File: src/rtl/n64_pkg.sv
// rtl/n64_pkg.sv - shared constants, button layout and FSM encoding for the N64 reply receiver
package n64_pkg;

    // Reply payload length; the stop bit follows the last data bit
    localparam int N64_DATA_BITS = 32;

    // Button bit positions inside the 32-bit reply word (bit31 arrives first)
    localparam int BTN_A       = 31;
    localparam int BTN_B       = 30;
    localparam int BTN_Z       = 29;
    localparam int BTN_START   = 28;
    localparam int BTN_D_UP    = 27;
    localparam int BTN_D_DOWN  = 26;
    localparam int BTN_D_LEFT  = 25;
    localparam int BTN_D_RIGHT = 24;
    localparam int BTN_RSVD_HI = 23;
    localparam int BTN_RSVD_LO = 22;
    localparam int BTN_L       = 21;
    localparam int BTN_R       = 20;
    localparam int BTN_C_UP    = 19;
    localparam int BTN_C_DOWN  = 18;
    localparam int BTN_C_LEFT  = 17;
    localparam int BTN_C_RIGHT = 16;
    localparam int STICK_X_MSB = 15;
    localparam int STICK_X_LSB = 8;
    localparam int STICK_Y_MSB = 7;
    localparam int STICK_Y_LSB = 0;

    // Structured view of the reply word for consumers of the buttons output
    typedef struct packed {
        logic       a;
        logic       b;
        logic       z;
        logic       start;
        logic       d_up;
        logic       d_down;
        logic       d_left;
        logic       d_right;
        logic [1:0] rsvd;
        logic       l;
        logic       r;
        logic       c_up;
        logic       c_down;
        logic       c_left;
        logic       c_right;
        logic [7:0] stick_x;
        logic [7:0] stick_y;
    } n64_buttons_t;

    // Receiver FSM encoding
    typedef enum logic [2:0] {
        ST_IDLE      = 3'd0,
        ST_WAIT_FALL = 3'd1,
        ST_LOW       = 3'd2,
        ST_DONE      = 3'd3,
        ST_ERR       = 3'd4
    } rx_state_t;

    // Majority of three samples, used by the optional glitch filter
    function automatic logic maj3(input logic a, input logic b, input logic c);
        return (a & b) | (a & c) | (b & c);
    endfunction

endpackage

File: src/rtl/n64_edge_sync.sv
// rtl/n64_edge_sync.sv - din synchronizer with optional majority filter (N64_RX_GLITCH_FILTER_EN) and edge pulses
module n64_edge_sync
    import n64_pkg::*;
(
    input  logic clk,
    input  logic reset,
    input  logic din,
    output logic level,
    output logic fall,
    output logic rise
);

    logic sync_1;
    logic sync_2;
    logic line_level;
    logic prev_level;

    // Two-flop synchronizer; the line idles high so reset to 1 to avoid a false fall
    always_ff @(posedge clk or posedge reset) begin
        if (reset) begin
            sync_1 <= 1'b1;
            sync_2 <= 1'b1;
        end else begin
            sync_1 <= din;
            sync_2 <= sync_1;
        end
    end

`ifdef N64_RX_GLITCH_FILTER_EN
    logic tap_1;
    logic tap_2;

    // Two history taps; majority over three consecutive samples drops 1-cycle pulses
    always_ff @(posedge clk or posedge reset) begin
        if (reset) begin
            tap_1 <= 1'b1;
            tap_2 <= 1'b1;
        end else begin
            tap_1 <= sync_2;
            tap_2 <= tap_1;
        end
    end

    assign line_level = maj3(sync_2, tap_1, tap_2);
`else
    assign line_level = sync_2;
`endif

    // Previous level for edge detection
    always_ff @(posedge clk or posedge reset) begin
        if (reset) begin
            prev_level <= 1'b1;
        end else begin
            prev_level <= line_level;
        end
    end

    assign level = line_level;
    assign fall  = prev_level & ~line_level;
    assign rise  = ~prev_level & line_level;

endmodule

File: src/rtl/n64_buttons_rx.sv
// rtl/n64_buttons_rx.sv - N64 controller reply decoder (pulse-width bits to 32-bit word); N64_RX_GLITCH_FILTER_EN adds input filter
module n64_buttons_rx
    import n64_pkg::*;
#(
    parameter int CLK_PER_US = 4,
    parameter int TIMEOUT_US = 64
) (
    input  logic        clk,
    input  logic        reset,
    input  logic        din,
    input  logic        arm,
    output logic [31:0] buttons,
    output logic        valid,
    output logic        busy,
    output logic        timeout_err
);

    localparam int LIMIT = TIMEOUT_US * CLK_PER_US;
    localparam int CW    = $clog2(LIMIT + 1);

    // Last idle cycle before abort, stuck-low ceiling, and the 1/0 width threshold
    localparam logic [CW-1:0] TMO_LAST  = CW'(LIMIT - 1);
    localparam logic [CW-1:0] CNT_MAX   = CW'(LIMIT);
    localparam logic [CW-1:0] ONE_LIMIT = CW'(2 * CLK_PER_US);
    localparam logic [5:0]    STOP_IDX  = 6'(N64_DATA_BITS);
    localparam logic [5:0]    BIT_MAX   = 6'h3f;

    logic            line_level;
    logic            line_fall;
    logic            line_rise;

    rx_state_t       state;
    logic [CW-1:0]   tmo_cnt;
    logic [CW-1:0]   low_cnt;
    logic [5:0]      bit_cnt;
    logic [31:0]     shreg;
    logic            bit_val;

    n64_edge_sync u_edge_sync (
        .clk   (clk),
        .reset (reset),
        .din   (din),
        .level (line_level),
        .fall  (line_fall),
        .rise  (line_rise)
    );

    // Short low pulse is a '1', long low pulse is a '0'
    assign bit_val = (low_cnt < ONE_LIMIT);

    // Reply FSM: counters, shift register and registered strobes
    always_ff @(posedge clk or posedge reset) begin
        if (reset) begin
            state       <= ST_IDLE;
            tmo_cnt     <= '0;
            low_cnt     <= '0;
            bit_cnt     <= '0;
            shreg       <= '0;
            buttons     <= '0;
            valid       <= 1'b0;
            busy        <= 1'b0;
            timeout_err <= 1'b0;
        end else begin
            valid       <= 1'b0;
            timeout_err <= 1'b0;

            if (arm) begin
                // Any arm (idle, mid-reply, or on the strobe cycle) starts a fresh reply
                state   <= ST_WAIT_FALL;
                tmo_cnt <= '0;
                low_cnt <= '0;
                bit_cnt <= '0;
                shreg   <= '0;
                busy    <= 1'b1;
            end else begin
                case (state)
                    ST_IDLE: begin
                        busy <= 1'b0;
                    end

                    ST_WAIT_FALL: begin
                        if (line_fall) begin
                            state   <= ST_LOW;
                            low_cnt <= CW'(1);
                        end else if (tmo_cnt == TMO_LAST) begin
                            state       <= ST_ERR;
                            timeout_err <= 1'b1;
                            busy        <= 1'b0;
                        end else if (tmo_cnt != CNT_MAX) begin
                            tmo_cnt <= tmo_cnt + CW'(1);
                        end
                    end

                    ST_LOW: begin
                        if (line_rise) begin
                            if (bit_cnt == STOP_IDX) begin
                                // Stop bit: width is irrelevant, publish the word
                                state   <= ST_DONE;
                                buttons <= shreg;
                                valid   <= 1'b1;
                                busy    <= 1'b0;
                            end else begin
                                state   <= ST_WAIT_FALL;
                                shreg   <= {shreg[30:0], bit_val};
                                tmo_cnt <= '0;
                                if (bit_cnt != BIT_MAX) begin
                                    bit_cnt <= bit_cnt + 6'd1;
                                end
                            end
                        end else if (low_cnt == CNT_MAX && !line_level) begin
                            // Line held low too long: controller or wiring fault
                            state       <= ST_ERR;
                            timeout_err <= 1'b1;
                            busy        <= 1'b0;
                        end else if (low_cnt != CNT_MAX) begin
                            low_cnt <= low_cnt + CW'(1);
                        end
                    end

                    ST_DONE: begin
                        state <= ST_IDLE;
                    end

                    ST_ERR: begin
                        state <= ST_IDLE;
                    end

                    default: begin
                        state <= ST_IDLE;
                        busy  <= 1'b0;
                    end
                endcase
            end
        end
    end

endmodule
File: config.mk
export PLATFORM = sky130hd
export DESIGN_NAME = n64_buttons_rx
export DESIGN_NICKNAME = d
export VERILOG_FILES = /design/src/rtl/n64_pkg.sv /design/src/rtl/n64_edge_sync.sv /design/src/rtl/n64_buttons_rx.sv
export SDC_FILE = /design/constraint.sdc
export NUM_CORES = 1
export LEC_CHECK = 0
export CORE_UTILIZATION = 45
export DETAILED_ROUTE_END_ITERATION = 16
export GPL_ROUTABILITY_DRIVEN = 0
export REMOVE_ABC_BUFFERS = 1
export SLEW_MARGIN = 0
export SYNTH_ARGS = -nofsm -noshare
export SYNTH_HDL_FRONTEND = slang
export SYNTH_SLANG_ARGS = --single-unit
File: constraint.sdc
create_clock -name clk -period 7.2 [get_ports clk]
set_input_delay 1.8 -clock clk [delete_from_list [all_inputs] [get_ports clk]]
set_output_delay 1.8 -clock clk [all_outputs]
set_load 0.02 [all_outputs]
==> Word-level counts from Yosys, hierarchy flattened <==
Index checks and enable logic that the tools add are counted.
{ "totals": {"regBits": 97, "inputBits": 4, "output_inout_bits": 35, "elab_cells": 108} }
{ "classes": {"n_addsub": 3, "order_cmp": 1, "eq_ne": 26, "mux": 46, "n_bitwise": 5, "n_reduce_logical": 15} }
{ "ops": {"columns": ["cell", "n"], "rows": [
  ["$mux W32", 4],
  ["$mux W9", 11],
  ["$pmux W9 S2", 2],
  ["$mux W6", 5],
  ["$ne A3 B3 Y1 const B", 10],
  ["$add A9 B1 Y9 const B", 2],
  ["$ne A9 B9 Y1 const B", 2],
  ["$mux W1", 15],
  ["$mux W3", 5],
  ["$ne A4 B4 Y1 const B", 3],
  ["$reduce_and A5 Y1", 2],
  ["$eq A9 B8 Y1 const B", 1],
  ["$eq A9 B9 Y1 const B", 1],
  ["$lt A9 B4 Y1 const B", 1],
  ["$pmux W3 S3", 1],
  ["$reduce_and A4 Y1", 2],
  ["$add A6 B1 Y6 const B", 1],
  ["$eq A3 B2 Y1 const B", 2],
  ["$eq A6 B6 Y1 const B", 1],
  ["$ne A6 B6 Y1 const B", 1],
  ["$reduce_and A3 Y1", 2],
  ["$reduce_and A6 Y1", 1],
  ["$reduce_bool A2 Y1", 3],
  ["$ne A2 B2 Y1 const B", 2],
  ["13 further kinds", 16]
]} }

==> Logic depth before layout (Yosys ltp) <==
Gate-level depths: netlist (run 1).
{ "logic_depth": {"word_depth": 6, "ltp_mapped": 10, "ltp_nobuf": 10} }

==> By module <==
A second synthesis (run 1) with hierarchy kept.
{ "hier_totals": {"cells_unflattened": 412, "area_unflattened_um2": 4335.4} }
{ "modules_own_cells": {"columns": ["module", "instances", "cells_per_inst", "area_per_inst_um2", "seq_area_each_um2"], "rows": [
  ["n64_buttons_rx", 1, 406, 4237.8, 2352.3],
  ["n64_edge_sync", 1, 6, 97.6, 78.8]
]} }

==> Worst setup path after synthesis (run 1) <==
No wires, ideal clock.
{ "synth_path": {"path_kind": "input port to flip-flop", "from": "input port arm", "to": "register tmo_cnt[0]", "arrival_ns": 3.308, "path_slack_ns": 3.767, "cell_stages": 7, "path_buffers": 2, "cell_sequence": "clkbuf_1 nor4b_1 a21oi_1 a221oi_2 buf_4 nor3_2 mux2_2"} }
{ "synth_via": {"elab_chain_cells": 2, "elab_cells_between_ends": 8, "cone_classes": "5 x eq/ne; 1 x mux; 2 x reduce/logical"} }
{ "synth_lines": {"columns": ["element", "line", "rtl"], "rows": [
  ["from (decl)", "n64_buttons_rx.sv:11", "input logic arm,"],
  ["$ne A3 B3 Y1 (no line) or $reduce_bool A3 Y1 (tied branches)", null, null],
  ["$reduce_and A6 Y1 (no line)", null, null],
  ["to (signal assigned)", "n64_buttons_rx.sv:90", "tmo_cnt <= tmo_cnt + CW'(1);"],
  ["to (decl)", "n64_buttons_rx.sv:33", "logic [CW-1:0] tmo_cnt;"]
]} }
Several ways; a longest one is shown, not always the timed one.
A chain may end at the register's enable or synchronous reset.

==> Worst setup path in the final report (run 1) <==
Same ends and word-level chain as after synthesis.

==> metrics.md, run 1 <==
| Metric | Value |
|---|---|
| Leak | 2.20 nW |
| Routed WL per cell | 14.0 um |
| Actual slew at the worst max-slew pin | 1.09 ns |
| Final Skew | 0.00810 ns |
| Hold Buf Count CTS | 0 |
| First-pass DRT Iterations | 4 |
| Worst EP required | 7.45 ns |
| Area grow syn2layout | 14.6% |
| Library cells used by synthesis | 57 |
| Sequential cell area | 2430 sq um |
| Final WL | 8.12 mm |
| Final Cycle Share | 0.538 |
| First-pass GRT wire length | 14.1 mm |
| Synth Warn # | 0 |
| CP Data Arrival Time | 4.13 ns |
| P_sw | 241 uW |
| Maximum VDD drop | 0.0990 mV |
| Synth Flop Type | dfrtp_1 |
| # H-tree levels | 3 |
| Sequential share of power | 0.597 |
| Status | finished, final reports clean |
| WHS Path Cells | 0 |
| Register area share after synthesis | 0.551 |
| Largest area contributor in the netlist | dfrtp_1 |
| Clk pwr share | 0.345 |
| Initial antenna violation count | 0 |
| Most frequent cell after synthesis | dfrtp_1 |
| Synthesized cell area | 4410 sq um |
| Die X-Extent | 101 um |
| Routed vias/inst | 5.36 |
| Full die area | 10200 sq um |
| Nets | 458 |
| Max cap viols | 0 |
| N_diodes | 0 |
| Hold EP | u_edge_sync.level |
| Most common library cells after synthesis | dfrtp_1, nand2_1, a21oi_1, mux2_2, nor2_1 |
| CP Launch Type | input port |
| Avg Cell Area, Syn | 10.6 sq um |
| Slew headroom | 0.272 |
| DRC | 0 |
| CTS tree | built |
| PostCTS Resize Cnt | 0 |
| HPWL after DPL | 5.12 mm |
| Reg-to-reg critical path startpoint | u_edge_sync.level |
| Crit-path max FO | 58 |
| Top cells by area in the synthesized netlist | dfrtp_1, mux2_2, nand2_1 |
| GRT Total Usage | 0.178 |
| Worst hold path startpoint | u_edge_sync.sync_1 |
| Die H | 101 um |
| Starting density of the core | 0.471 |
| Gate Count Post-Synth | 417 |
| Buffers added on ports | 38 |
| Number of synthesized flops with an enable pin | 0 |
| Share of cells above drive strength 1 | 0.164 |
| FF+latch count, synth | 97 |
| P_int | 700 uW |
| Hold WC Path Type | reg -> reg |
| CP endpoint kind | flop |
| TritonCTS sink count | 97 |
| Comb pwr share | 0.058 |
| Final min period | 3.88 ns |
| Clk_lat worst skew | 0.37 ns |
| Reg-to-reg endpoint | bit_cnt[3] |
| IO Count | 39 |
| Register-to-Register Path Depth | 6 |
| Area share of the largest cell type after synthesis | 0.533 |
| Iteration-0 DRC Markers | 127 |
| Total number of vias | 3104 |
| Final hold vios | 0 |
| Pwr Density | 186 nW/um^2 |
| Grt ovf | 0 |
| Switching share of power | 0.256 |
| Reg clk slew, reported paths | 0.09 ns |
| Core Box Area | 9370 sq um |
| Setup_tns | 0 ns |
| CTS max path bufs | 2 |
| Placed instance area | 4880 sq um |
| Clk root buf | clkbuf_8 |
| Fillers | 869 |
| Pin count of the biggest net entering global routing | 65 |
| Final setup vio count | 0 |
| Post-CTS setup repair buffer count | 0 |
| Critical path class | in -> reg |
| Final Max Slew Viols | 0 |
| Multi-input gate area | 1840 sq um |
| Cts bufs inserted | 9 |
| Flop2flop setup slack | 4.56 ns |
| Finished Cell Area | 5060 sq um |
| Async SR Flop Fraction | 1.00 |
| Remaining antenna violation count | 0 |
| Vias in the first global route | 2953 |
| Row count | 35 |
| Top achievable clock speed | 258 MHz |
| Unrepaired setup endpoints after global routing | no |
[cell usage in the layout (no fill, tap or decap), types with 2 or more instances in the layout]
master and n:
a211oi_2 2, a21oi_1 37, a31oi_1 4, mux2_2 37, dfstp_2 3, nor3_1 2
nor2_1 19, and3_1 6, clkbuf_8 9, mux2i_1 2, nor3b_1 2, clkinv_4 2
buf_4 4, nand4_1 3, a21boi_0 3, a22o_1 2, o21ai_0 16, or2_2 2
nand2_1 75, and2_1 2, o211ai_1 2, inv_1 10, nor2b_1 8, clkdlybuf4s50_1 37
clkinvlp_4 2, nor4_1 3, and4_2 2, nor4b_1 2, nand3_1 6, or4_1 6
or3_1 3, o21bai_1 3, o31ai_1 4, ha_1 8, dfrtp_1 94
[power groups by stage]
stage	Combinational (mW)	Sequential (mW)	Clock [mW]
final	0.0546	0.561	0.325
after global routing	0.0634	0.563	0.359
after floorplan	0.0368	0.570	0
after detailed placement	0.0565	0.572	0
after global placement	0.0545	0.572	0
after CTS	0.0567	0.561	0.339
[flip-flops by register name, indices dropped and copies added, names as in the netlist]
signal and flops:
timeout_err 1, u_edge_sync.level 1, busy 1, tmo_cnt 9, shreg 32, buttons 32
valid 1, u_edge_sync.sync_1 1, low_cnt 9, state 3, u_edge_sync.prev_level 1, bit_cnt 6
[layer usage]
layer,vias to the layer above,share of wire,track usage
met3,11,0.028,0.0270
met1,1534,0.50,0.251
met5,-,0,0
li1,1516,-,-
met4,0,0.019,0.0803
met2,43,0.46,0.272
[final cells by class]
cell class / instances / area share
well taps: 129 / 0.0319
repair buffers: 42 / 0.0801
flip-flops and latches: 97 / 0.480
inverters: 11 / 0.00865
clock buffers: 9 / 0.0245
clock inverters: 6 / 0.0104
multi-input cells: 285 / 0.364
[how the worst max path moves through the flow]
| stage | from | end | slack (ns) | cells after the start |
|---|---|---|---|---|
| 2_1_floorplan | reset | bit_cnt[0] | 2.87 | 1 |
| 3_3_place_gp | arm | tmo_cnt[8] | 3.05 | 7 |
| 3_5_place_dp | arm | tmo_cnt[0] | 2.97 | 7 |
| 4_1_cts | arm | tmo_cnt[0] | 3.37 | 7 |
| 5_1_grt | arm | tmo_cnt[0] | 3.11 | 7 |
| 6_report | arm | tmo_cnt[0] | 3.32 | 7 |
[kinds of logic after synthesis]
family                   synth area share
AND/OR/NAND/NOR                     0.166
flip-flops                          0.551
AO/OA/AOI/OAI                       0.128
multiplexers                       0.0989
buffers and inverters              0.0320
adder cells (fa/ha/maj)            0.0227
XOR/XNOR                          0.00198
[worst max-delay path, cell delays in order]
cell and delay, ns:
buf_2 0.09, buf_4 0.29, nor4b_1 0.71, a21oi_1 0.11
a221oi_2 0.58, nor3_2 0.20, mux2_2 0.32
[metrics by stage]
step / setup slack [ns] / total power [mW] / hold slack (ns) / std cells / util
floorplan: 2.87 / 0.607 / 0.345 / 393 / -
global placement: 3.05 / 0.626 / 0.348 / 564 / 0.521
detailed placement: 2.97 / 0.629 / 0.347 / 564 / 0.521
CTS: 3.37 / 0.957 / 0.361 / 579 / 0.540
global route: 3.11 / 0.985 / 0.368 / 579 / 0.540
finish: 3.32 / 0.941 / 0.360 / 579 / 0.540
(Power assumes the default switching activity.)
==> run 2: changes to the inputs <==
- clock period: 7.2 -> 3.8 ns (I/O delays scaled with it)
==> run 2 against run 1 <==
  * Clock power rose by 92%
  * Via count increased by 0.77%
  * Critical path type is now reg -> reg
  * Clock skew is 0.0043 ns higher
  * Combinational power is 96% higher
  * Highest routed layer unchanged
  * Sequential power rose by 89%
  * Cell area rose by 0.67%
  * Worst hold slack better by 0.00056 ns
  * Register-to-register slack lost 3.4 ns
  * Cell count rose by 0.52%
  * Largest power group unchanged
  * Worst setup slack got worse by 2.2 ns
==> metrics.md, run 2 (synthesis results as in run 1) <==
| Metric | Value |
|---|---|
| Pwr Density | 352 nW/um^2 |
| Top achievable clock speed | 374 MHz |
| Top Registers | buttons: 32 flops, shreg: 32 flops |
| Post-CTS setup repair buffer count | 0 |
| Reg clk slew, reported paths | 0.10 ns |
| Worst Setup SP | u_edge_sync.level |
| Final Max Slew Viols | 0 |
| CTS tree | built |
| Status | finished, final reports clean |
| CTS max path bufs | 2 |
| CP peak stage delay | 0.61 ns |
| TritonCTS sink count | 97 |
| Row count | 35 |
| Buffers added on ports | 38 |
| Final WL | 8.34 mm |
| Full die area | 10200 sq um |
| Total number of vias | 3128 |
| Worst EP required | 4.06 ns |
| Starting density of the core | 0.471 |
| Delay-heaviest family, CP | compound AO/OA/AOI/OAI gates |
| CP endpoint kind | flop |
| Final Cycle Share | 0.704 |
| Vias in the first global route | 3052 |
| Register-to-Register Path Depth | 6 |
| Die X-Extent | 101 um |
| Hold Buf Count CTS | 0 |
| CP Launch Type | flop |
| First-pass DRT Iterations | 4 |
| Crit. path cell count | 6 |
| Remaining antenna violation count | 0 |
| Leak | 2.22 nW |
| Flop2flop setup slack | 1.13 ns |
| Iteration-0 DRC Markers | 88 |
| Setup crit end | bit_cnt[3] |
| Reg-to-reg endpoint | bit_cnt[3] |
| Max cap viols | 0 |
| Final setup vio count | 0 |
| Setup_tns | 0 ns |
| PostCTS Resize Cnt | 0 |
| Maximum VDD drop | 0.192 mV |
| Core Box Area | 9370 sq um |
| N_diodes | 0 |
| Routed WL per cell | 14.3 um |
| GRT Total Usage | 0.187 |
| Critical path class | reg -> reg |
| Share of cells above drive strength 1 | 0.170 |
| Routed vias/inst | 5.37 |
| Area grow syn2layout | 15.4% |
| Most frequent cells in the layout | dfrtp_1, nand2_1, mux2_2, a21oi_1, clkdlybuf4s50_1 |
| Final Non-Filler Cells | 582 |
| Final Skew | 0.0124 ns |
| Grt ovf | 0 |
| Worst path bufs/invs | 1 |
| First-pass GRT wire length | 14.8 mm |
| Crit-path cells | nor2b_1, o211ai_1, buf_4, a31oi_1, o2111a_1, mux2_2 |
| Final min period | 2.67 ns |
| Reg-to-reg critical path startpoint | u_edge_sync.level |
| CP Data Arrival Time | 2.94 ns |
| DRC | 0 |
| Initial antenna violation count | 0 |
| Crit-path max FO | 35 |
| Nets | 461 |
| # H-tree levels | 3 |
| Pin count of the biggest net entering global routing | 54 |
| Most common cell after layout, fill and taps aside | dfrtp_1 |
| Cts bufs inserted | 9 |
| Hold WC Path Type | reg -> reg |
| Actual slew at the worst max-slew pin | 0.713 ns |
| Unrepaired setup endpoints after global routing | no |
| Clk root buf | clkbuf_8 |
| Slew headroom | 0.518 |
| Die H | 101 um |
| HPWL after DPL | 5.35 mm |
| Final hold vios | 0 |
| Fillers | 879 |
| Dpl cells | 567 |
| IO Count | 39 |
| Crit-path slowest cell | dfstp_2 |
| Clk_lat worst skew | 0.37 ns |
## run 2: metrics by stage
stage / util / area, sq um / power [mW] / hold WS, ns / worst slack [ns]
2_1_floorplan: - / 4310 / 1.15 / 0.345 / 0.321
3_3_place_gp: 0.525 / 4920 / 1.19 / 0.346 / 0.837
3_5_place_dp: 0.525 / 4920 / 1.19 / 0.348 / 0.760
4_1_cts: 0.544 / 5090 / 1.82 / 0.362 / 1.12
5_1_grt: 0.544 / 5090 / 1.88 / 0.364 / 0.915
6_report: 0.544 / 5090 / 1.79 / 0.361 / 1.13
## run 2: layout make-up
cell class / count / area, sq um / area share
clock buffer: 9 / 124 / 0.0243
sequential: 97 / 2430 / 0.477
inverter: 11 / 43.8 / 0.00860
clock inverter: 6 / 51.3 / 0.0101
multi-input combinational: 285 / 1840 / 0.362
tap: 129 / 161 / 0.0317
timing repair buffer: 45 / 440 / 0.0865
## run 2: worst register-to-register path: cells and delay by family, from the launching register on
kind	cells	cell delay [ns]
AOI/OAI and AO/OA	3	0.84
DFF	1	0.61
and+or+nand+nor	1	0.51
muxes	1	0.33
buffers and inverters	1	0.28
## run 2: worst min-delay path by stage
stage                       startpoint           endpoint  slack (ns)  depth (start not counted)
finish              u_edge_sync.sync_1  u_edge_sync.level        0.36                          0
global route        u_edge_sync.sync_1  u_edge_sync.level        0.36                          0
CTS                 u_edge_sync.sync_1  u_edge_sync.level        0.36                          0
detailed placement  u_edge_sync.sync_1  u_edge_sync.level        0.35                          0
global placement    u_edge_sync.sync_1  u_edge_sync.level        0.35                          0
floorplan           u_edge_sync.sync_1  u_edge_sync.level        0.35                          0
## run 2: per-layer routing
layer,track usage,share of wire,vias to the layer above
met1,0.254,0.50,1560
li1,-,-,1517
met3,0.0499,0.033,13
met4,0.0591,0.014,0
met5,0,0,-
met2,0.292,0.45,38
## run 2: report_power, final
group	switching (mW)	internal, mW	total, mW
registers	0.0164	1.05	1.06
clock network	0.381	0.243	0.624
logic	0.0676	0.0395	0.107
total	0.465	1.33	1.79
